<file path="config.mk">
export PLATFORM = sky130hd
export DESIGN_NAME = symbol_framer
export DESIGN_NICKNAME = d
export VERILOG_FILES = /design/src/rtl/symbol_framer.sv
export SDC_FILE = /design/constraint.sdc
export NUM_CORES = 1
export LEC_CHECK = 0
export ABC_AREA = 1
export CAP_MARGIN = 30
export CORE_UTILIZATION = 30
export CTS_CLUSTER_SIZE = 8
export DETAILED_ROUTE_END_ITERATION = 10
export PLACE_DENSITY = 0.53
export SYNTH_ARGS = -nofsm -noshare
export SYNTH_HDL_FRONTEND = slang
export SYNTH_SLANG_ARGS = --single-unit
</file>
<file path="constraint.sdc">
create_clock -name clk -period 2.3 [get_ports clk]
set_clock_uncertainty 0.2 [all_clocks]
set_input_delay 0.345 -clock clk [delete_from_list [all_inputs] [get_ports clk]]
set_output_delay 0.345 -clock clk [all_outputs]
set_load 0.05 [all_outputs]
</file>
<file path="src/rtl/symbol_framer.sv">
// ---------------------------------------------------------------------------
// symbol_framer
//
// Turns an upstream byte stream into a framed 8b symbol stream:
//   - a packet is wrapped as  STP|SDP, payload..., END
//   - idle filler (IDL) is sent whenever there is nothing to frame
//   - a skip ordered set (COM followed by SKP_LEN x SKP) is inserted
//     periodically, but only between packets
//
// Parameters
//   SKP_INTERVAL  cycles between skip ordered set requests (8..65535)
//   SKP_LEN       SKP symbols following each COM (1..5)
//
// Ports
//   clk        rising-edge clock for all state
//   reset      asynchronous, active-high reset
//   valid_in   upstream byte valid
//   data_in    upstream payload byte
//   last_in    data_in is the final byte of the packet
//   type_in    packet type at packet start: 0 = TLP (STP), 1 = DLLP (SDP)
//   ready_out  byte accepted when valid_in && ready_out at a rising clk
//   data_out   registered symbol
//   k_out      data_out is a control symbol
//   valid_out  data_out is a framed or ordered-set symbol (0 on idle filler)
//
// Handshake: an upstream byte is transferred on a rising clk where
// valid_in && ready_out. ready_out depends on the FSM state only (it is
// high throughout DATA, even while valid_in is low), so it never loops
// back from valid_in. Upstream must hold data_in/last_in/type_in stable
// until the byte is transferred; type_in is only looked at in START.
//
// All FSM context (state, ordered-set position, skip scheduler) lives in
// the packed struct 'ctl' so it can be observed or probed as one signal.
// ---------------------------------------------------------------------------
module symbol_framer #(
    parameter int unsigned SKP_INTERVAL = 64,
    parameter int unsigned SKP_LEN      = 3
) (
    input  logic       clk,
    input  logic       reset,
    input  logic       valid_in,
    input  logic [7:0] data_in,
    input  logic       last_in,
    input  logic       type_in,
    output logic       ready_out,
    output logic [7:0] data_out,
    output logic       k_out,
    output logic       valid_out
);

    // Control codes
    localparam logic [7:0] SYM_COM = 8'hBC;
    localparam logic [7:0] SYM_SKP = 8'h1C;
    localparam logic [7:0] SYM_STP = 8'hFB;
    localparam logic [7:0] SYM_SDP = 8'h5C;
    localparam logic [7:0] SYM_END = 8'hFD;
    localparam logic [7:0] SYM_IDL = 8'h7C;

    // Skip request fires when the counter reaches SKP_INTERVAL-1.
    localparam logic [15:0] SKP_LIMIT = 16'(SKP_INTERVAL - 1);
    // Index of the final SKP symbol of an ordered set.
    localparam logic [2:0]  SYM_LAST  = 3'(SKP_LEN - 1);

    typedef enum logic [2:0] {
        ST_IDLE    = 3'd0,
        ST_START   = 3'd1,
        ST_DATA    = 3'd2,
        ST_END     = 3'd3,
        ST_SKP_COM = 3'd4,
        ST_SKP_SYM = 3'd5
    } state_t;

    typedef struct packed {
        state_t      state;       // framer FSM state
        logic [2:0]  sym_cnt;     // SKP symbols already sent in this set
        logic [15:0] skp_cnt;     // cycles since the last COM
        logic        skp_pending; // skip ordered set requested, not yet sent
    } ctl_t;

    ctl_t        ctl;
    logic [15:0] skp_cnt_inc;

    assign skp_cnt_inc = ctl.skp_cnt + 16'd1;

    // Only DATA consumes upstream bytes.
    assign ready_out = (ctl.state == ST_DATA);

    // -----------------------------------------------------------------------
    // Framer FSM with registered symbol outputs. The symbol registered at an
    // edge is the one belonging to the state the FSM is leaving at that edge.
    // -----------------------------------------------------------------------
    always_ff @(posedge clk or posedge reset) begin
        if (reset) begin
            ctl.state       <= ST_IDLE;
            ctl.sym_cnt     <= 3'd0;
            ctl.skp_cnt     <= 16'd0;
            ctl.skp_pending <= 1'b0;
            data_out        <= SYM_IDL;
            k_out           <= 1'b1;
            valid_out       <= 1'b0;
        end else begin
            // Skip scheduler: counts every cycle outside the ordered set and
            // holds its value once a request is pending, so a long packet
            // cannot wrap it. Sending COM restarts the interval.
            if (ctl.state == ST_SKP_COM) begin
                ctl.skp_cnt     <= 16'd0;
                ctl.skp_pending <= 1'b0;
            end else if ((ctl.state != ST_SKP_SYM) && !ctl.skp_pending) begin
                ctl.skp_cnt <= skp_cnt_inc;
                if (skp_cnt_inc == SKP_LIMIT) begin
                    ctl.skp_pending <= 1'b1;
                end
            end

            case (ctl.state)
                ST_IDLE: begin
                    data_out  <= SYM_IDL;
                    k_out     <= 1'b1;
                    valid_out <= 1'b0;
                    // A pending skip wins over a waiting packet. The packet
                    // byte is not consumed here; START only emits the header.
                    if (ctl.skp_pending) begin
                        ctl.state <= ST_SKP_COM;
                    end else if (valid_in) begin
                        ctl.state <= ST_START;
                    end
                end

                ST_START: begin
                    data_out  <= type_in ? SYM_SDP : SYM_STP;
                    k_out     <= 1'b1;
                    valid_out <= 1'b1;
                    ctl.state <= ST_DATA;
                end

                ST_DATA: begin
                    if (valid_in) begin
                        // Payload is passed through untouched even when it
                        // matches a control code; k_out=0 disambiguates it.
                        data_out  <= data_in;
                        k_out     <= 1'b0;
                        valid_out <= 1'b1;
                        if (last_in) begin
                            ctl.state <= ST_END;
                        end
                    end else begin
                        // Underrun: pad with idle filler and keep waiting.
                        data_out  <= SYM_IDL;
                        k_out     <= 1'b1;
                        valid_out <= 1'b0;
                    end
                end

                ST_END: begin
                    data_out  <= SYM_END;
                    k_out     <= 1'b1;
                    valid_out <= 1'b1;
                    // Going through IDLE (rather than START) guarantees at
                    // least one IDL between back-to-back packets.
                    ctl.state <= ctl.skp_pending ? ST_SKP_COM : ST_IDLE;
                end

                ST_SKP_COM: begin
                    data_out    <= SYM_COM;
                    k_out       <= 1'b1;
                    valid_out   <= 1'b1;
                    ctl.sym_cnt <= 3'd0;
                    ctl.state   <= ST_SKP_SYM;
                end

                ST_SKP_SYM: begin
                    data_out  <= SYM_SKP;
                    k_out     <= 1'b1;
                    valid_out <= 1'b1;
                    if (ctl.sym_cnt == SYM_LAST) begin
                        ctl.sym_cnt <= 3'd0;
                        ctl.state   <= ST_IDLE;
                    end else begin
                        ctl.sym_cnt <= ctl.sym_cnt + 3'd1;
                    end
                end

                default: begin
                    data_out  <= SYM_IDL;
                    k_out     <= 1'b1;
                    valid_out <= 1'b0;
                    ctl.state <= ST_IDLE;
                end
            endcase
        end
    end

endmodule

</file>
==> flow_summary.ini <==
[route]
wl_per_cell_um = 11.8
vias = 1585
wl_um = 4030
ant_nets = 0
drc = 0
drt_iter0_drc = 106
via_per_inst = 4.65
first_pass_iters = 5

[setup_path]
cp_slowest_stage_delay_ns = 0.80
crit_path_end_kind = primary output
worstPathArrival_ns = 1.61
critPathKind = register to primary output
crit_buf_inv = 1
cp.required_ns = 1.75
critPathSlowestCell = clkdlybuf4s50_1
crit_fanout = 1
critPathTopFamily = buffers and inverters
worstPathCellList = clkdlybuf4s50_1
startpoint_type = register

[clock_tree]
postCtsSetupBuffers = 0
cts_buffer_depth = 2
cts_resized = 0
insertion_delay_ns = 0.29
ctsHtreeMaxLevel = 2
clk_pin_slew_ns = 0.08
cts_inserted_buffers = 5
clkSinkCount = 33
hold_buffers = 0
cts_tree = yes
cts_root_buf = clkbuf_8

[sta]
final.min_clock_period_ns = 2.15
finalHoldViolCount = 0
fmax_ghz = 0.465
maxSlewViolCount = 0
finalSetupViolCount = 0
maxSlewHeadroom = 0.659
fin_crit_sh = 0.935
rsz0062_at_grt = no
tightest_slew_ns = 0.509
tns_ns = 0

[layout]
fillerInstances = 565
final_cell_mix = nand2_1, inv_1, dfrtp_1, nor2_1, clkdlybuf4s50_1
final_nets = 283
final_common_cell = nand2_1
antenna_cells = 0
final_core_util = 0.400
syn2layout_area_growth_pct = 25.4
drive_above_1_share = 0.134

[synth]
syn_nets = 252
yosysSeqAreaShare = 0.463
synth.avg_cell_area_um2 = 7.59
synth_edf_count = 0
syn_area_um2 = 1800
synthCells = 237
ys_warn_count = 0
synth.distinct_cells = 26
synthArstFlopShare = 1.00
synthFlopType = dfrtp_1
synth_seq_cells = 33

[power_and_ir_drop]
leakagePower_uw = 0.00104
ir_drop_v = 0.000509
p_per_area_nw_per_um2 = 836

[die]
fp.dieW_um = 79.4
dieArea_um2 = 6310
start_util = 0.319
ios = 24
die_y_um = 79.4
fp-row-count = 27
floorplan.core_area_um2 = 5640

[hold_path]
min_path_type = input port to asynchronous set/reset pin

[global_routing]
grt_max_degree = 26
grt_pass1_wl_um = 7110
track_usage = 0.144
antenna_found_initial = 0
overflow = 0
grt_pass1_vias = 1516

[flow_run]
drv_cap = 0

[place]
numPortBuffers = 23
hpwl_um = 2910
gp_congestion = 0.806

[outcome]
status = complete, no violations
-- area by class of cell --
class | count | area (um^2) | area share
well taps | 72 | 90.1 | 0.0400
clock buffers | 5 | 68.8 | 0.0305
inverters | 36 | 135 | 0.0599
clock inverters | 3 | 46.3 | 0.0205
repair buffers | 25 | 255 | 0.113
flip-flops and latches | 33 | 833 | 0.370
multi-input cells | 167 | 826 | 0.366
-- routing by layer --
| metal | part of all wire | vias to the layer above | wire [um] | GRT usage |
|---|---|---|---|---|
| li1 | - | 824 | - | - |
| met1 | 0.50 | 726 | 2020 | 0.202 |
| met2 | 0.45 | 31 | 1820 | 0.225 |
| met3 | 0.039 | 4 | 156 | 0.0309 |
| met4 | 0.0062 | 0 | 25 | 0.0382 |
| met5 | 0 | - | 0 | 0 |
-- cells in the mapped netlist (2+ instances only) --
cell	n	area, um^2
nand2_1	64	240
nand2_2	3	18.8
a21oi_1	6	30.0
inv_2	2	7.51
nor2_1	24	90.1
or2_2	2	12.5
o22ai_1	7	43.8
nor3_1	3	15.0
o21ai_0	19	95.1
ha_1	2	25.0
nand3_1	14	70.1
nand4_1	6	37.5
nor2_4	4	45.0
dfstp_2	6	158
dfrtp_1	27	676
inv_1	34	128
nor2_2	5	31.3
-- state kept, by name (all words and copies together), names as in the netlist --
register,count
ctl,23
data_out,8
valid_out,1
k_out,1
-- final timing paths --
check / endpoint / cells past startpoint / slack, ns / from
worst max register to register: ctl[0]$_DFFE_PP0P_ / 11 / 0.33 / ctl[2]$_DFFE_PP0P_
min in group clk: ctl[17]$_DFFE_PP0P_ / 1 / 0.33 / ctl[17]$_DFFE_PP0P_
worst max-delay path: data_out[6] / 1 / 0.15 / data_out[6]$_DFF_PP1_
worst min register to register: ctl[17]$_DFFE_PP0P_ / 1 / 0.33 / ctl[17]$_DFFE_PP0P_
max in group asynchronous: data_out[5]$_DFF_PP1_ / 3 / 1.19 / reset
worst min-delay path: ctl[14]$_DFFE_PP0P_ / 2 / 0.15 / reset
-- power by group --
group / switching, uW / leakage [uW] / total (uW) / internal [uW]
Clock: 239 / 0.0000543 / 564 / 324
Combinational: 408 / 0.000569 / 604 / 196
Sequential: 41.0 / 0.000417 / 717 / 676
Total: 688 / 0.00104 / 1880 / 1200
-- cells by family after synthesis --
group / after synthesis / share of synthesized area
DFF: 33 / 0.463
buffers and inverters: 37 / 0.0772
AOI/OAI and AO/OA: 35 / 0.108
adders and majority gates: 2 / 0.0139
and+or+nand+nor: 128 / 0.328
xor gates and xnor gates: 2 / 0.00974
-- metrics by stage --
stage,instance area (um^2),cells,hold slack [ns],setup WS (ns),power [uW]
floorplan,1800,237,0.253,0.515,1140
global placement,2140,333,0.326,0.409,1340
detailed placement,2140,333,0.329,0.353,1340
CTS,2250,341,0.175,0.136,1910
global route,2250,341,0.209,0.105,2000
finish,2250,341,0.152,0.150,1880
Power figures use the tool's default switching activity.
